===== config.mk =====
export PLATFORM = sky130hd
export DESIGN_NAME = jk_down_counter
export DESIGN_NICKNAME = d
export VERILOG_FILES = /design/src/rtl/jk_down_counter.sv
export SDC_FILE = /design/constraint.sdc
export NUM_CORES = 1
export LEC_CHECK = 0
export ABC_AREA = 1
export ABC_CLOCK_PERIOD_IN_PS = 1600
export BUFFER_PORTS_ARGS = -buffer_cell sky130_fd_sc_hd__buf_2
export CORE_AREA = 2 2 39 41
export CTS_CLUSTER_SIZE = 8
export DETAILED_ROUTE_END_ITERATION = 12
export DIE_AREA = 0 0 41 43
export SYNTH_ARGS = -nofsm -noshare
export SYNTH_HDL_FRONTEND = slang
export SYNTH_SLANG_ARGS = --single-unit

===== constraint.sdc =====
create_clock -name clk -period 1.6 [get_ports clk]
set_clock_uncertainty 0.1 [all_clocks]
set_input_delay 0.08 -clock clk [delete_from_list [all_inputs] [get_ports clk]]
set_output_delay 0.08 -clock clk [all_outputs]
set_load 0.005 [all_outputs]

===== src/rtl/jk_down_counter.sv =====
// Loadable synchronous down-counter built from toggle cells on a ripple-borrow chain,
// with busy flag and one-cycle done pulse. Optional periodic mode: JK_DOWN_COUNTER_AUTORELOAD_EN.
module jk_down_counter #(
   parameter int WIDTH = 4
) (
   input  logic             clk,
   input  logic             rst,
   input  logic             load,
   input  logic [WIDTH-1:0] load_val,
   input  logic             en,
   output logic [WIDTH-1:0] out,
   output logic             busy,
   output logic             done
);

   typedef enum logic {
      IDLE = 1'b0,
      RUN  = 1'b1
   } state_t;

   state_t           state_p0, state_nxt;
   logic [WIDTH-1:0] cnt_p0, cnt_nxt;
   logic             done_p0, done_nxt;
   logic             count_go;
   logic             terminal;
   logic             load_zero;
   logic [WIDTH-1:0] toggle;

   // Bit i toggles when counting and every lower bit is 0 (borrow ripples upward).
   function automatic logic [WIDTH-1:0] borrow_toggle(input logic go,
                                                       input logic [WIDTH-1:0] q);
      logic [WIDTH-1:0] t;
      t[0] = go;
      for (int i = 1; i < WIDTH; i++) begin
         t[i] = t[i-1] & ~q[i-1];
      end
      return t;
   endfunction

   assign count_go  = (state_p0 == RUN) && en && !load;
   assign toggle    = borrow_toggle(count_go, cnt_p0);
   assign terminal  = count_go && (cnt_p0 == WIDTH'(1));
   assign load_zero = (load_val == '0);

`ifdef JK_DOWN_COUNTER_AUTORELOAD_EN
   logic [WIDTH-1:0] reload_p0;

   always_ff @(posedge clk) begin
      if (rst) begin
         reload_p0 <= '0;
      end else if (load) begin
         reload_p0 <= load_val;
      end
   end
`endif

   // State register
   always_ff @(posedge clk) begin
      if (rst) begin
         state_p0 <= IDLE;
      end else begin
         state_p0 <= state_nxt;
      end
   end

   // Next-state logic: load takes priority over the terminal decrement.
   always_comb begin
      state_nxt = state_p0;
      if (load) begin
         state_nxt = load_zero ? IDLE : RUN;
      end else if (terminal) begin
`ifdef JK_DOWN_COUNTER_AUTORELOAD_EN
         state_nxt = RUN;
`else
         state_nxt = IDLE;
`endif
      end
   end

   // Output logic: next count and done pulse
   always_comb begin
      cnt_nxt  = cnt_p0 ^ toggle;
      done_nxt = 1'b0;
      if (load) begin
         cnt_nxt  = load_val;
         done_nxt = load_zero;
      end else if (terminal) begin
         done_nxt = 1'b1;
`ifdef JK_DOWN_COUNTER_AUTORELOAD_EN
         cnt_nxt  = reload_p0;
`endif
      end
   end

   // Registered outputs
   always_ff @(posedge clk) begin
      if (rst) begin
         cnt_p0  <= '0;
         done_p0 <= 1'b0;
      end else begin
         cnt_p0  <= cnt_nxt;
         done_p0 <= done_nxt;
      end
   end

   assign out  = cnt_p0;
   assign busy = (state_p0 == RUN);
   assign done = done_p0;

endmodule

==> summary.md, run 1 <==
| Metric | Value |
|---|---|
| Initial antenna violation count | 0 |
| Post-DP HPWL | 481 µm |
| Syn_area_per_cell | 8.24 µm² |
| Reg clk slew, reported paths | 0.04 ns |
| Initial Utilization | 21.4% |
| Layout cells sized above 1 | 39.6% |
| Worst path required time | ~1.6 ns |
| Bufs on Longest Clock Path | 2 |
| H-Tree Depth | 1 |
| Global-route wire length before repair | 924 µm |
| Most used cell, CP | ha_1 |
| Buffers added on ports | 13 |
| Most common cell after layout, fill and taps aside | buf_2 |
| Worst Hold End | done |
| Most frequent cells in the layout | buf_2 (13), inv_1 (6), dfxtp_1 (6) |
| Worst relative slew slack | between 80% and 90% |
| Die H | between 40 and 50 µm |
| Hold depth | 4 |
| Critical path endpoint category | flip-flop |
| Max Cap Viol | 0 |
| Mapped Nets | between 40 and 50 |
| # IOs | 14 |
| Achievable clock frequency | about 670 MHz |
| Final Cycle Share | 92.9% |
| Vias | 282 |
| Post-CTS Repair Setup Buffers | 0 |
| Power per cell area | 877 nW/µm² |
| Initial DRC Count | 4 |
| Hold crit path type | in2reg |
| Final WL | 622 µm |
| Die Wd | slightly above 40 µm |
| Yosys warns | 0 |
| WL/cell | 9.01 µm |
| Core area | approximately 1400 µm² |
| Worst-path maximum fanout | 3 |
| Placer Congestion | 0.746 |
| Logic pwr share | ~16% |
| CP Cell Sequence | nand2_1 -> nor2_2 -> ha_1 -> ha_1 -> ha_1 -> xor2_1 -> o21ai_0 -> inv_1 |
| Placed Area | 382 µm² |
| Status | finished clean |
| Later-pin clock latency in the skew report | 0.24 ns |
| Vias/cell | 4.09 |
| Clock power frac | 38.9% |
| Max Slew Vio Count | 0 |
| Setup crit start | busy |
| Switching Power | 93.1 µW |
| Vias in the first global route | 255 |
| DR DRC count | 0 |
| Reg2reg path depth | 8 |
| Hold Path Origin | load_val[3] |
| Antenna cells | 0 |
| TritonCTS Sinks | 6 |
| Flop pwr share | a little under half |
| Area grow syn2layout | 40.5% |
| FP Rows | 14 |
| Static leakage | 0.000220 µW |
| CP Launch Type | flip-flop |
| Crit path time final | roughly 1.5 ns |
| Net Sw Frac | 25.5% |
| Die area | 1760 µm² |
| Grt total ovfl | 0 |
| Peak supply drop | 0.312 mV |
| GRT Util Overall | 8.12% |
| Register area share after synthesis | 40.5% |
| # setup viols final | 0 |
| CTS tree | done |
| Worst-Margin Slew | 0.184 ns |
| RR Endpoint | out[3] |
| Unique masters post-synth | 14 |
| Antenna-violating nets left | 0 |
| Hold violation total from the final report | 0 |
| Drt first pass iters | 4 |
| Cell internal pwr | 272 µW |
| Unrepaired setup endpoints after global routing | false |
| Worst path slowest cell | dfxtp_1 |
| Clk root buf | clkbuf_4 |
| Final instance area | 417 µm² |
| Mapped cell area | approximately 300 µm² |
| Gate Count Post-Synth | 36 |
| FF-to-FF Start | busy |
| Kind of critical path | reg2reg |
| CP arrival | 1.52 ns |
| Final nets | 66 |
| Setup slack, reg-to-reg | approximately 0.11 ns |
| Setup TNS | 0 ns |
| Largest net degree at the start of global routing | 7 |
| Slowest stage delay, CP | a little over 0.3 ns |
| Post-synthesis register bit count | 6 |
| CTS buffer count | 3 |
-- Yosys cell counts (all sizes together) --
| cell type | instances | area [µm²] |
|---|---|---|
| inv | 7 | 26.3 |
| xor2 | 1 | 8.76 |
| ha | 3 | 37.5 |
| dfxtp | 6 | 120 |
| nor2 | 6 | 30.0 |
| nand2 | 2 | 7.51 |
| nand3 | 2 | 15.0 |
| a21oi | 4 | 23.8 |
| o21ai | 4 | 20.0 |
| a211oi | 1 | 7.51 |
-- power by group through the flow --
stage | Clock [µW] | Combinational (µW) | Sequential [µW]
floorplan | 0 | 26.2 | 170
global placement | 0 | 53.7 | 169
detailed placement | 0 | 54.2 | 170
CTS | 146 | 56.6 | 167
global route | 156 | 63.8 | 168
finish | 142 | 56.7 | 167
-- critical path: cells and delay by family, from the launching register on --
| kind | cells | cell delay (ns) |
|---|---|---|
| AOI/OAI and AO/OA | 1 | 0.14 |
| xor gates and xnor gates | 1 | 0.13 |
| adders and majority gates | 3 | 0.53 |
| buffers and inverters | 1 | 0.05 |
| DFF | 1 | 0.31 |
| and+or+nand+nor | 2 | 0.11 |
-- cell families (layout without fill, tap and decap cells) --
| family | count (synthesis) | in the layout | synth area share (%) |
|---|---|---|---|
| simple gates | 10 | 10 | 17.7 |
| xor+xnor | 1 | 1 | 2.95 |
| fa+ha+maj | 3 | 3 | 12.7 |
| compound gates | 9 | 9 | 17.3 |
| flops | 6 | 6 | 40.5 |
| buf+inv | 7 | 24 | 8.86 |
-- flip-flops by register name (all words and copies together), names as in the netlist --
register	cells
done	1
busy	1
out	4
-- layer usage --
layer  GRT usage [%]  up-vias  wire, µm
met5               0        -         0
met4            8.00        0        14
met3            3.14        2        35
met2            10.9       11       295
met1            8.97      116       276
li1                -      153         -
-- how the worst max path moves through the flow --
stage                        end  slack [ns]  cells after the start
final                     out[3]        0.11                      8
after global routing      out[3]        0.03                      8
after CTS                 out[3]         0.1                      8
after detailed placement  out[3]        0.11                      8
after global placement    out[3]        0.13                      8
after floorplan           out[3]        0.16                      8
-- cell type report --
class | instances | area (µm²)
multi-input cells | 23 | 153
inverters | 7 | 26.3
repair buffers | 14 | 75.1
clock buffers | 3 | 22.5
flip-flops and latches | 6 | 120
well taps | 16 | 20.0
fillers | 166 | 967
-- what timing repair did --
item                                    CTS  global route
hold buffers                              1             0
endpoints found under the setup margin    0             1
hold endpoints to repair                  2             0
resized for setup                         0             1
-- stage by stage --
| stage | instances | util [%] | power (µW) | setup slack, ns | hold slack [ns] |
|---|---|---|---|---|---|
| 2_1_floorplan | 36 | - | 197 | 0.164 | 0.0424 |
| 3_3_place_gp | 65 | 27.6 | 223 | 0.129 | 0.189 |
| 3_5_place_dp | 65 | 27.6 | 224 | 0.112 | 0.189 |
| 4_1_cts | 69 | 29.9 | 369 | 0.0985 | 0.0336 |
| 5_1_grt | 69 | 30.1 | 388 | 0.0261 | 0.0422 |
| 6_report | 69 | 30.1 | 365 | 0.113 | 0.0363 |
No activity file was read; power rests on OpenSTA's default activity.
==> inputs of run 2 (changes only) <==
BUFFER_PORTS_ARGS = not set   (was -buffer_cell sky130_fd_sc_hd__buf_2)
DONT_BUFFER_PORTS = 1   (was not set)
==> summary.md, run 2 (same netlist as run 1, synthesis figures left out) <==
| Metric | Value |
|---|---|
| Drt first pass iters | 4 (unchanged) |
| Initial antenna violation count | 0 (unchanged) |
| Vias in the first global route | 267 (was 255) |
| Most used cell, CP | ha_1 (unchanged) |
| Hold depth | 4 (unchanged) |
| Bufs on Longest Clock Path | 2 (unchanged) |
| Worst path slowest cell | dfxtp_1 (unchanged) |
| Achievable clock frequency | 658 MHz (was 673 MHz) |
| DR DRC count | 0 (unchanged) |
| Critical Path Stages | 8 (unchanged) |
| Slowest stage delay, CP | 0.33 ns (was 0.31 ns) |
| Peak supply drop | 0.305 mV (was 0.312 mV) |
| CP Launch Type | flip-flop (unchanged) |
| Worst relative slew slack | 87.7% (about the same) |
| Grt total ovfl | 0 (unchanged) |
| TritonCTS Sinks | 6 (unchanged) |
| FF-to-FF Start | busy (unchanged) |
| Initial Utilization | 21.4% (unchanged) |
| Final instance area | 419 µm² (was 417 µm²) |
| Antenna cells | 0 (unchanged) |
| Worst-Margin Slew | 0.184 ns (about the same) |
| Power per cell area | 866 nW/µm² (was 877 nW/µm²) |
| Static leakage | 0.000202 µW (was 0.000220 µW) |
| RR Endpoint | out[3] (unchanged) |
| Top cell family by delay on the critical path | adder cells (unchanged) |
| Setup slack, reg-to-reg | 0.08 ns (was 0.11 ns) |
| Reg2reg path depth | 8 (unchanged) |
| Hold violation total from the final report | 0 (unchanged) |
| WL/cell | 10.6 µm (was 9.01 µm) |
| Area grow syn2layout | 41.4% (was 40.5%) |
| Worst path required time | 1.64 ns (about the same) |
| Placer Congestion | 0.710 (was 0.746) |
| Final WL | 660 µm (was 622 µm) |
| Antenna-violating nets left | 0 (unchanged) |
| Worst Hold End | busy (was done) |
| Core area | 1380 µm² (unchanged) |
| Layout cells sized above 1 | 19.6% (was 39.6%) |
| Post-CTS Repair Setup Buffers | 0 (unchanged) |
| Final nets | 59 (was 66) |
| Worst-path maximum fanout | 3 (unchanged) |
| Clk root buf | clkbuf_4 (unchanged) |
| Largest net degree at the start of global routing | 7 (unchanged) |
| Hold slack | 0.00504 ns (was 0.0363 ns) |
| Placed Area | 317 µm² (was 382 µm²) |
| Unrepaired setup endpoints after global routing | false (unchanged) |
| Largest register FFs | 4 (unchanged) |
| Global-route wire length before repair | 1060 µm (was 924 µm) |
| WP buf/inv | 1 (unchanged) |
| Buffers added on ports | 0 (was 13) |
| Status | finished clean (unchanged) |
| Vias/cell | 4.35 (was 4.09) |
| Most frequent cells in the layout | inv_1 (6), dfxtp_1 (6), dlygate4sd3_1 (6) (was buf_2 (13), inv_1 (6), dfxtp_1 (6)) |
| Die H | 43 µm (unchanged) |
| Vias | 270 (was 282) |
| Setup crit start | busy (unchanged) |
| Die Wd | 41 µm (unchanged) |
| Final Cycle Share | 95.0% (was 92.9%) |
| GRT Util Overall | 9.74% (was 8.12%) |
| Reg clk slew, reported paths | 0.05 ns (was 0.04 ns) |
| Setup TNS | 0 ns (unchanged) |
| # IOs | 14 (unchanged) |
| H-Tree Depth | 1 (unchanged) |
| Die area | 1760 µm² (unchanged) |
| # setup viols final | 0 (unchanged) |
| Max Slew Vio Count | 0 (unchanged) |
| Later-pin clock latency in the skew report | 0.25 ns (was 0.24 ns) |
| CTS buffer count | 3 (unchanged) |
| Initial DRC Count | 9 (was 4) |
| FP Rows | 14 (unchanged) |
| Hold Path Origin | load_val[3] (unchanged) |
| Max Cap Viol | 0 (unchanged) |
| CTS tree | done (unchanged) |
| Crit path time final | 1.52 ns (was 1.49 ns) |
| Critical path endpoint category | flip-flop (unchanged) |
| Post-DP HPWL | 504 µm (was 481 µm) |
| CP arrival | 1.56 ns (was 1.52 ns) |
| CP Cell Sequence | nand2_1 -> nor2_2 -> ha_1 -> ha_1 -> ha_1 -> xor2_1 -> o21ai_0 -> inv_1 (unchanged) |
| Hold crit path type | in2reg (unchanged) |
| Kind of critical path | reg2reg (unchanged) |
==> run 2: cell count changes in the layout (fill, tap and decap cells not counted), sizes merged <==
cell / change
dlymetal6s4s: +1
buf: -13
dlygate4sd3: +5
==> run 2: repair_timing <==
| item | CTS | global route |
|---|---|---|
| endpoints found under the hold margin | 6 | 0 |
| hold buffers | 7 | 0 |
| resized for setup | 0 | 3 |
| setup endpoints to repair | 0 | 3 |
==> run 2: worst min-delay path, stage by stage <==
cell	delay, ns
inv_1	0.04
nand3_2	0.08
nand2_1	0.05
nor2_1	0.07
==> run 2: worst max-delay path by stage <==
stage / slack (ns) / end
2_1_floorplan: 0.16 / out[3]
4_1_cts: 0.05 / done
3_5_place_dp: 0.07 / out[3]
6_report: 0.08 / out[3]
3_3_place_gp: 0.09 / out[2]
5_1_grt: 0.0005 / done
==> run 2: where the power goes <==
part           total [µW]  switching (µW)  internal, µW
registers             170            9.59           160
clock network         144            58.5          85.1
logic                49.5            24.7          24.8
total                 363            92.8           270
==> run 2: area by class of cell <==
| class | instances | area, µm² |
|---|---|---|
| Fill cell | 151 | 965 |
| Multi-Input combinational cell | 23 | 158 |
| Sequential cell | 6 | 120 |
| Timing Repair Buffer | 7 | 72.6 |
| Inverter | 7 | 26.3 |
| Clock buffer | 3 | 22.5 |
| Tap cell | 16 | 20.0 |
==> run 2: through the flow <==
stage	setup WS [ns]	utilization [%]	total power, µW	instances
final	0.0803	30.3	363	62
after global routing	0.000479	30.3	385	62
after CTS	0.0484	29.6	366	62
after detailed placement	0.0740	22.9	205	52
after global placement	0.0949	22.9	204	52
after floorplan	0.164	-	197	36
==> run 2: layer usage <==
metal,wire [µm],up-vias,global-route usage [%]
li1,-,140,-
met1,239,115,9.00
met2,353,13,15.0
met3,52,2,3.14
met4,14,0,10.0
met5,0,-,0
